**config.mk**
```make
export PLATFORM = sky130hd
export DESIGN_NAME = uart_rx
export DESIGN_NICKNAME = d
export VERILOG_FILES = /design/src/rtl/uart_rx_pkg.sv /design/src/rtl/uart_rx_edge_bit_counter.sv /design/src/rtl/uart_rx.sv
export SDC_FILE = /design/constraint.sdc
export NUM_CORES = 1
export LEC_CHECK = 0
export CELL_PAD_IN_SITES_DETAIL_PLACEMENT = 1
export CELL_PAD_IN_SITES_GLOBAL_PLACEMENT = 2
export CORE_MARGIN = 2
export CORE_UTILIZATION = 44
export DETAILED_ROUTE_END_ITERATION = 12
export DONT_BUFFER_PORTS = 1
export PLACE_DENSITY_LB_ADDON = 0.1
export SLEW_MARGIN = 10
export SYNTH_ARGS = -nofsm -noshare
export SYNTH_HDL_FRONTEND = slang
export SYNTH_SLANG_ARGS = --single-unit
export TNS_END_PERCENT = 30
```
**constraint.sdc**
```tcl
create_clock -name CLK -period 3.9 [get_ports CLK]
set_input_delay 0.78 -clock CLK [delete_from_list [all_inputs] [get_ports CLK]]
set_output_delay 0.78 -clock CLK [all_outputs]
set_load 0.05 [all_outputs]
```
**src/rtl/uart_rx_pkg.sv**
```systemverilog
// Shared UART definitions: receiver FSM states, parity/line levels and the
// per-frame configuration snapshot taken while the receiver is idle.
package uart_rx_pkg;

  typedef enum logic [2:0] {
    ST_IDLE,
    ST_START,
    ST_DATA,
    ST_PARITY,
    ST_STOP
  } rx_state_e;

  localparam logic PAR_EVEN  = 1'b0;
  localparam logic PAR_ODD   = 1'b1;
  localparam logic LINE_IDLE = 1'b1;
  localparam logic START_BIT = 1'b0;
  localparam logic STOP_BIT  = 1'b1;

  localparam int PRESCALE_W = 6;

  typedef struct packed {
    logic [PRESCALE_W-1:0] prescale;
    logic                  par_en;
    logic                  par_typ;
  } rx_cfg_t;

  function automatic logic maj3(input logic [2:0] s);
    return (s[0] & s[1]) | (s[0] & s[2]) | (s[1] & s[2]);
  endfunction

endpackage

```
**src/rtl/uart_rx_edge_bit_counter.sv**
```systemverilog
// Oversampling position within a frame: edge_cnt walks 0..prescale-1 per bit,
// bit_cnt advances on each wrap. Both clear whenever the counter is disabled.
module uart_rx_edge_bit_counter
  import uart_rx_pkg::*;
#(
  parameter int BIT_W = 4
) (
  input  logic                  CLK,
  input  logic                  RST,
  input  logic                  en,
  input  logic [PRESCALE_W-1:0] prescale,
  output logic [PRESCALE_W-1:0] edge_cnt,
  output logic [BIT_W-1:0]      bit_cnt,
  output logic                  wrap
);

  assign wrap = (edge_cnt == prescale - PRESCALE_W'(1));

  always_ff @(posedge CLK or negedge RST) begin
    if (!RST) begin
      edge_cnt <= '0;
      bit_cnt  <= '0;
    end else if (!en) begin
      edge_cnt <= '0;
      bit_cnt  <= '0;
    end else if (wrap) begin
      edge_cnt <= '0;
      bit_cnt  <= bit_cnt + 1'b1;
    end else begin
      edge_cnt <= edge_cnt + 1'b1;
    end
  end

endmodule

```
**src/rtl/uart_rx.sv**
```systemverilog
// Oversampling UART receiver: 3-sample mid-bit majority vote, LSB-first
// shift-in, optional parity, and single-cycle valid/error pulses.
module uart_rx
  import uart_rx_pkg::*;
#(
  parameter int DATA_WIDTH = 8
) (
  input  logic                  CLK,
  input  logic                  RST,
  input  logic                  RX_IN,
  input  logic [PRESCALE_W-1:0] Prescale,
  input  logic                  PAR_EN,
  input  logic                  PAR_TYP,
  output logic [DATA_WIDTH-1:0] P_Data,
  output logic                  Data_Valid,
  output logic                  Par_Err,
  output logic                  Stop_Err
);

  localparam int BIT_W = $clog2(DATA_WIDTH + 3);

  rx_state_e             state;
  rx_cfg_t               cfg;
  logic [PRESCALE_W-1:0] edge_cnt;
  logic [BIT_W-1:0]      bit_cnt;
  logic                  wrap;
  logic [PRESCALE_W-1:0] half;
  logic [2:0]            smp;
  logic                  voted;
  logic                  at_vote;
  logic                  rx_prev;
  logic                  par_pend;
  logic                  par_exp;
  logic [DATA_WIDTH-1:0] shreg;

  uart_rx_edge_bit_counter #(.BIT_W(BIT_W)) u_cnt (
    .CLK      (CLK),
    .RST      (RST),
    .en       (state != ST_IDLE),
    .prescale (cfg.prescale),
    .edge_cnt (edge_cnt),
    .bit_cnt  (bit_cnt),
    .wrap     (wrap)
  );

  assign half    = {1'b0, cfg.prescale[PRESCALE_W-1:1]};
  assign voted   = maj3(smp);
  assign at_vote = (edge_cnt == half + PRESCALE_W'(2));
  assign par_exp = (^shreg) ^ (cfg.par_typ == PAR_ODD);

  // Three consecutive samples straddling the bit centre; the vote uses them
  // on the following edge.
  always_ff @(posedge CLK or negedge RST) begin
    if (!RST) begin
      smp <= '0;
    end else if (state != ST_IDLE) begin
      if (edge_cnt == half - PRESCALE_W'(1)) smp[0] <= RX_IN;
      if (edge_cnt == half)                  smp[1] <= RX_IN;
      if (edge_cnt == half + PRESCALE_W'(1)) smp[2] <= RX_IN;
    end
  end

  always_ff @(posedge CLK or negedge RST) begin
    if (!RST) begin
      state      <= ST_IDLE;
      cfg        <= '0;
      rx_prev    <= 1'b0;
      par_pend   <= 1'b0;
      shreg      <= '0;
      P_Data     <= '0;
      Data_Valid <= 1'b0;
      Par_Err    <= 1'b0;
      Stop_Err   <= 1'b0;
    end else begin
      rx_prev    <= RX_IN;
      Data_Valid <= 1'b0;
      Par_Err    <= 1'b0;
      Stop_Err   <= 1'b0;
      case (state)
        ST_IDLE: begin
          cfg      <= '{prescale: Prescale, par_en: PAR_EN, par_typ: PAR_TYP};
          par_pend <= 1'b0;
          // A start needs a genuine high-to-low edge, so a reset in the
          // middle of a low bit cannot launch a bogus frame.
          if (rx_prev == LINE_IDLE && RX_IN == START_BIT) state <= ST_START;
        end
        ST_START: begin
          if (at_vote && voted != START_BIT) state <= ST_IDLE;
          else if (wrap)                     state <= ST_DATA;
        end
        ST_DATA: begin
          if (at_vote) shreg <= {voted, shreg[DATA_WIDTH-1:1]};
          if (wrap && bit_cnt == BIT_W'(DATA_WIDTH))
            state <= cfg.par_en ? ST_PARITY : ST_STOP;
        end
        ST_PARITY: begin
          if (at_vote && voted != par_exp) par_pend <= 1'b1;
          if (wrap) state <= ST_STOP;
        end
        ST_STOP: begin
          // Resolve at mid-stop-bit so a back-to-back start edge is not missed.
          if (at_vote) begin
            Stop_Err <= (voted != STOP_BIT);
            Par_Err  <= par_pend;
            if (voted == STOP_BIT && !par_pend) begin
              P_Data     <= shreg;
              Data_Valid <= 1'b1;
            end
            state <= ST_IDLE;
          end
        end
        default: state <= ST_IDLE;
      endcase
    end
  end

endmodule

```
==> flow_summary.yaml <==
sta:
  max_slew.worst_pin.slew_ps: 632.8
  post-route-worst-setup-slack_ps: 1098
  timing.final.setup_violations: 0
  setup-tns-final_ps: 0
  finalHoldViolCount: 0
  finClkSkew_ps: 7.455
  period_needed_ps: 2802
  slew-limit-headroom_pct: 57.67
  maxSlewViolCount: 0
  upper_clock_frequency_limit_ghz: 0.3569
  final.period_utilization_pct: 71.85
  setup_repair_after_global_routing_missed_its_margin: "no"
floorplan:
  floorplan.initialDensity_pct: 44.99
  placementRows: 28
  die_width_um: 81.11
  top_level_i_o_count: 22
  placeable_core_region_um2: 5816
  die_h_um: 81.11
  die_area_um2: 6579
setup_path:
  worst_setup_path_start_kind: "flip-flop"
  worstSetupEndpointType: "flip-flop"
  length_in_cells_of_the_worst_reg_to_reg_path: 7
  worstPathRequired_ps: 4100
  criticalPathCategory: "flip-flop to flip-flop"
  crit_fanout: 11
  crit_arrival_ps: 3000
drt:
  detail_route.drc_violations: 0
  routed_via_density: 5.477
  postRouteAntennaNets: 0
  drt_first_iter_violations: 57
  num_vias: 1802
  wl_um: 5748
  detail_route.first_pass.iterations: 4
  route.detailed.wl_per_inst_um: 17.47
yosys:
  synth_top_cells_by_area: "sky130_fd_sc_hd__dfrtp_1, sky130_fd_sc_hd__xnor2_1, sky130_fd_sc_hd__mux2_2"
  postSynthRegisterBits: 45
  post_synth.cell_area_avg_um2: 10.22
  synth_cells: 256
  synth_sequential_area_ratio_pct: 43.04
  synth_async_sr_flop_share_pct: 100.0
  synth_warnings: 0
  netlist-cell-type-count: 48
  synth_top_area_share_pct: 43.04
  synth_edf_count: 0
  syn-cell-area_um2: 2616
  post_synthesis_net_count: 277
  synth_flop_type: "sky130_fd_sc_hd__dfrtp_1"
  post_synthesis_cell_type_with_the_largest_combined_area: "sky130_fd_sc_hd__dfrtp_1"
place:
  detailedPlace.worstSlack_ps: 1095
  placed_area_um2: 2671
  detailed_place_hpwl_um: 4142
  gp_congestion: 0.8165
  placement.io_buffers: 0
power:
  p_leak_nw: 1.251
  vdd.ir_drop.worst_uv: 163.1
  power.sequential.fraction_pct: 59.4
  swShare_pct: 23.75
  switching_power_w: 0.0001883
  power.share.combinational_pct: 1.3
  p_int_w: 0.0006044
  totalPowerFinal_w: 0.0007927
  power_frac_clock_pct: 39.3
  power_per_cell_area_nw_per_um2: 286.7
clocking:
  postCtsHoldBufs: 0
  cts_tree: "done"
  path_clk_slew_ps: 100
  cts.sinks: 45
  cts_root_buf: "sky130_fd_sc_hd__clkbuf_8"
  cts_buffers: 5
  cts_repair_resize_count: 0
  cts_buffer_depth: 2
  post-cts-setup-buffers: 0
  clk-insertion-delay-late_ps: 310
  htreeDepth: 2
final_layout:
  layout.cells.most_common: "sky130_fd_sc_hd__dfrtp_1"
  fill_cells: 684
  area_taken_by_flip_flops_and_latches_um2: 1126
  postLayoutCellArea_um2: 2765
  nets_finish: 274
  most-common-layout-cells: "sky130_fd_sc_hd__dfrtp_1, sky130_fd_sc_hd__nand2_1, sky130_fd_sc_hd__xnor2_1"
  layout-area-overhead-vs-synth_pct: 5.691
  multi_input_area_um2: 1403
  num_antenna_cells: 0
  post_route_cells_drive_above_1_share_pct: 15.35
global_route:
  grt_pass1_wl_um: 9577
  overflow: 0
  grtUsageTotal_pct: 19.42
  vias_in_the_first_global_route: 1855
  grt_start_max_net_pins: 46
  initial_antenna_violation_count: 0
job:
  cap_viol_max_count: 0
status:
  outcome: "finished, final reports clean"
min_path:
  min-delay-path-class: "input pin to async pin"
==> worst max-delay path: stages, from the launching register on <==
cell,delay [ps]
sky130_fd_sc_hd__dfrtp_1,660
sky130_fd_sc_hd__inv_1,210
sky130_fd_sc_hd__ha_1,340
sky130_fd_sc_hd__xnor2_1,170
sky130_fd_sc_hd__nand3_1,160
sky130_fd_sc_hd__nor3_4,320
sky130_fd_sc_hd__and3_1,450
sky130_fd_sc_hd__mux2_2,380
==> cell families after synthesis <==
kind of cell	Yosys count	synth area share, %
xor gates and xnor gates	35	12.00
and+or+nand+nor	93	19.37
buffers and inverters	21	3.587
muxes	21	8.943
DFF	45	43.04
adders and majority gates	11	5.165
AOI/OAI and AO/OA	30	7.891
==> per-stage QoR <==
stage / hold slack (ps) / cells / util, %
global placement: 485.4 / 321 / 45.93
floorplan: 460.3 / 256 / -
CTS: 144.9 / 329 / 47.55
detailed placement: 485.4 / 321 / 45.93
global route: 136.2 / 329 / 47.55
finish: 153.1 / 329 / 47.55
==> flip-flops by register name, indices dropped and copies added (netlist names) <==
register,cells
Data_Valid,1
P_Data,8
Par_Err,1
Stop_Err,1
cfg,8
par_pend,1
rx_prev,1
shreg,8
smp,3
state,3
u_cnt.bit_cnt,4
u_cnt.edge_cnt,6
==> layer usage <==
metal | global-route usage [%] | part of all wire, % | up-vias
li1 | - | - | 873
met1 | 28.04 | 50 | 899
met2 | 30.08 | 46 | 22
met3 | 3.111 | 3.3 | 8
met4 | 5.593 | 1.3 | 0
met5 | 0 | 0 | -
==> power by group through the flow <==
stage | Clock, W | Combinational (W) | Sequential [W]
final | 0.000312 | 0.0000101 | 0.000471
after CTS | 0.000321 | 0.0000104 | 0.000471
after detailed placement | 0 | 0.0000103 | 0.000481
after floorplan | 0 | 0.00000860 | 0.000480
after global routing | 0.000341 | 0.0000113 | 0.000472
after global placement | 0 | 0.0000102 | 0.000480
==> cell usage after synthesis (2+ instances only) <==
library cell               number
sky130_fd_sc_hd__dfrtp_1       45
sky130_fd_sc_hd__nand2_1       29
sky130_fd_sc_hd__xnor2_1       25
sky130_fd_sc_hd__mux2_2        18
sky130_fd_sc_hd__nand3_1       14
sky130_fd_sc_hd__nor2_1        13
sky130_fd_sc_hd__o21ai_0       13
sky130_fd_sc_hd__ha_1          10
sky130_fd_sc_hd__inv_1          9
sky130_fd_sc_hd__xor2_1         9
sky130_fd_sc_hd__clkbuf_1       7
sky130_fd_sc_hd__and3_1         5
sky130_fd_sc_hd__nand2b_1       4
sky130_fd_sc_hd__nor3_1         4
sky130_fd_sc_hd__a21oi_1        3
sky130_fd_sc_hd__buf_2          3
sky130_fd_sc_hd__nor2b_1        3
sky130_fd_sc_hd__or3_1          3
sky130_fd_sc_hd__a21boi_0       2
sky130_fd_sc_hd__and4_1         2
sky130_fd_sc_hd__mux2i_1        2
sky130_fd_sc_hd__nand3_2        2
sky130_fd_sc_hd__nand3b_1       2
sky130_fd_sc_hd__nor4_1         2
sky130_fd_sc_hd__o211ai_1       2
sky130_fd_sc_hd__o22ai_1        2
sky130_fd_sc_hd__or4_1          2
==> path summary, 6_finish.rpt <==
kind                               startpoint                     to  slack [ps]
min                                       RST     cfg[1]$_DFFE_PN0P_         150
min reg2reg                cfg[1]$_DFFE_PN0P_     cfg[1]$_DFFE_PN0P_         520
max                        cfg[5]$_DFFE_PN0P_  P_Data[6]$_DFFE_PN0P_        1100
max reg2reg                cfg[5]$_DFFE_PN0P_  P_Data[6]$_DFFE_PN0P_        1100
min in group CLK                        RX_IN      rx_prev$_DFF_PN0_         490
max in group asynchronous                 RST     cfg[5]$_DFFE_PN0P_        3650
==> final cells by class <==
| cell class | count | area share (%) |
|---|---|---|
| flip-flops and latches | 45 | 40.72 |
| repair buffers | 2 | 0.5430 |
| multi-input cells | 190 | 50.72 |
| clock inverters | 3 | 0.9050 |
| well taps | 75 | 3.394 |
| inverters | 9 | 1.222 |
| clock buffers | 5 | 2.489 |
No activity file was read; power rests on OpenSTA's default activity.
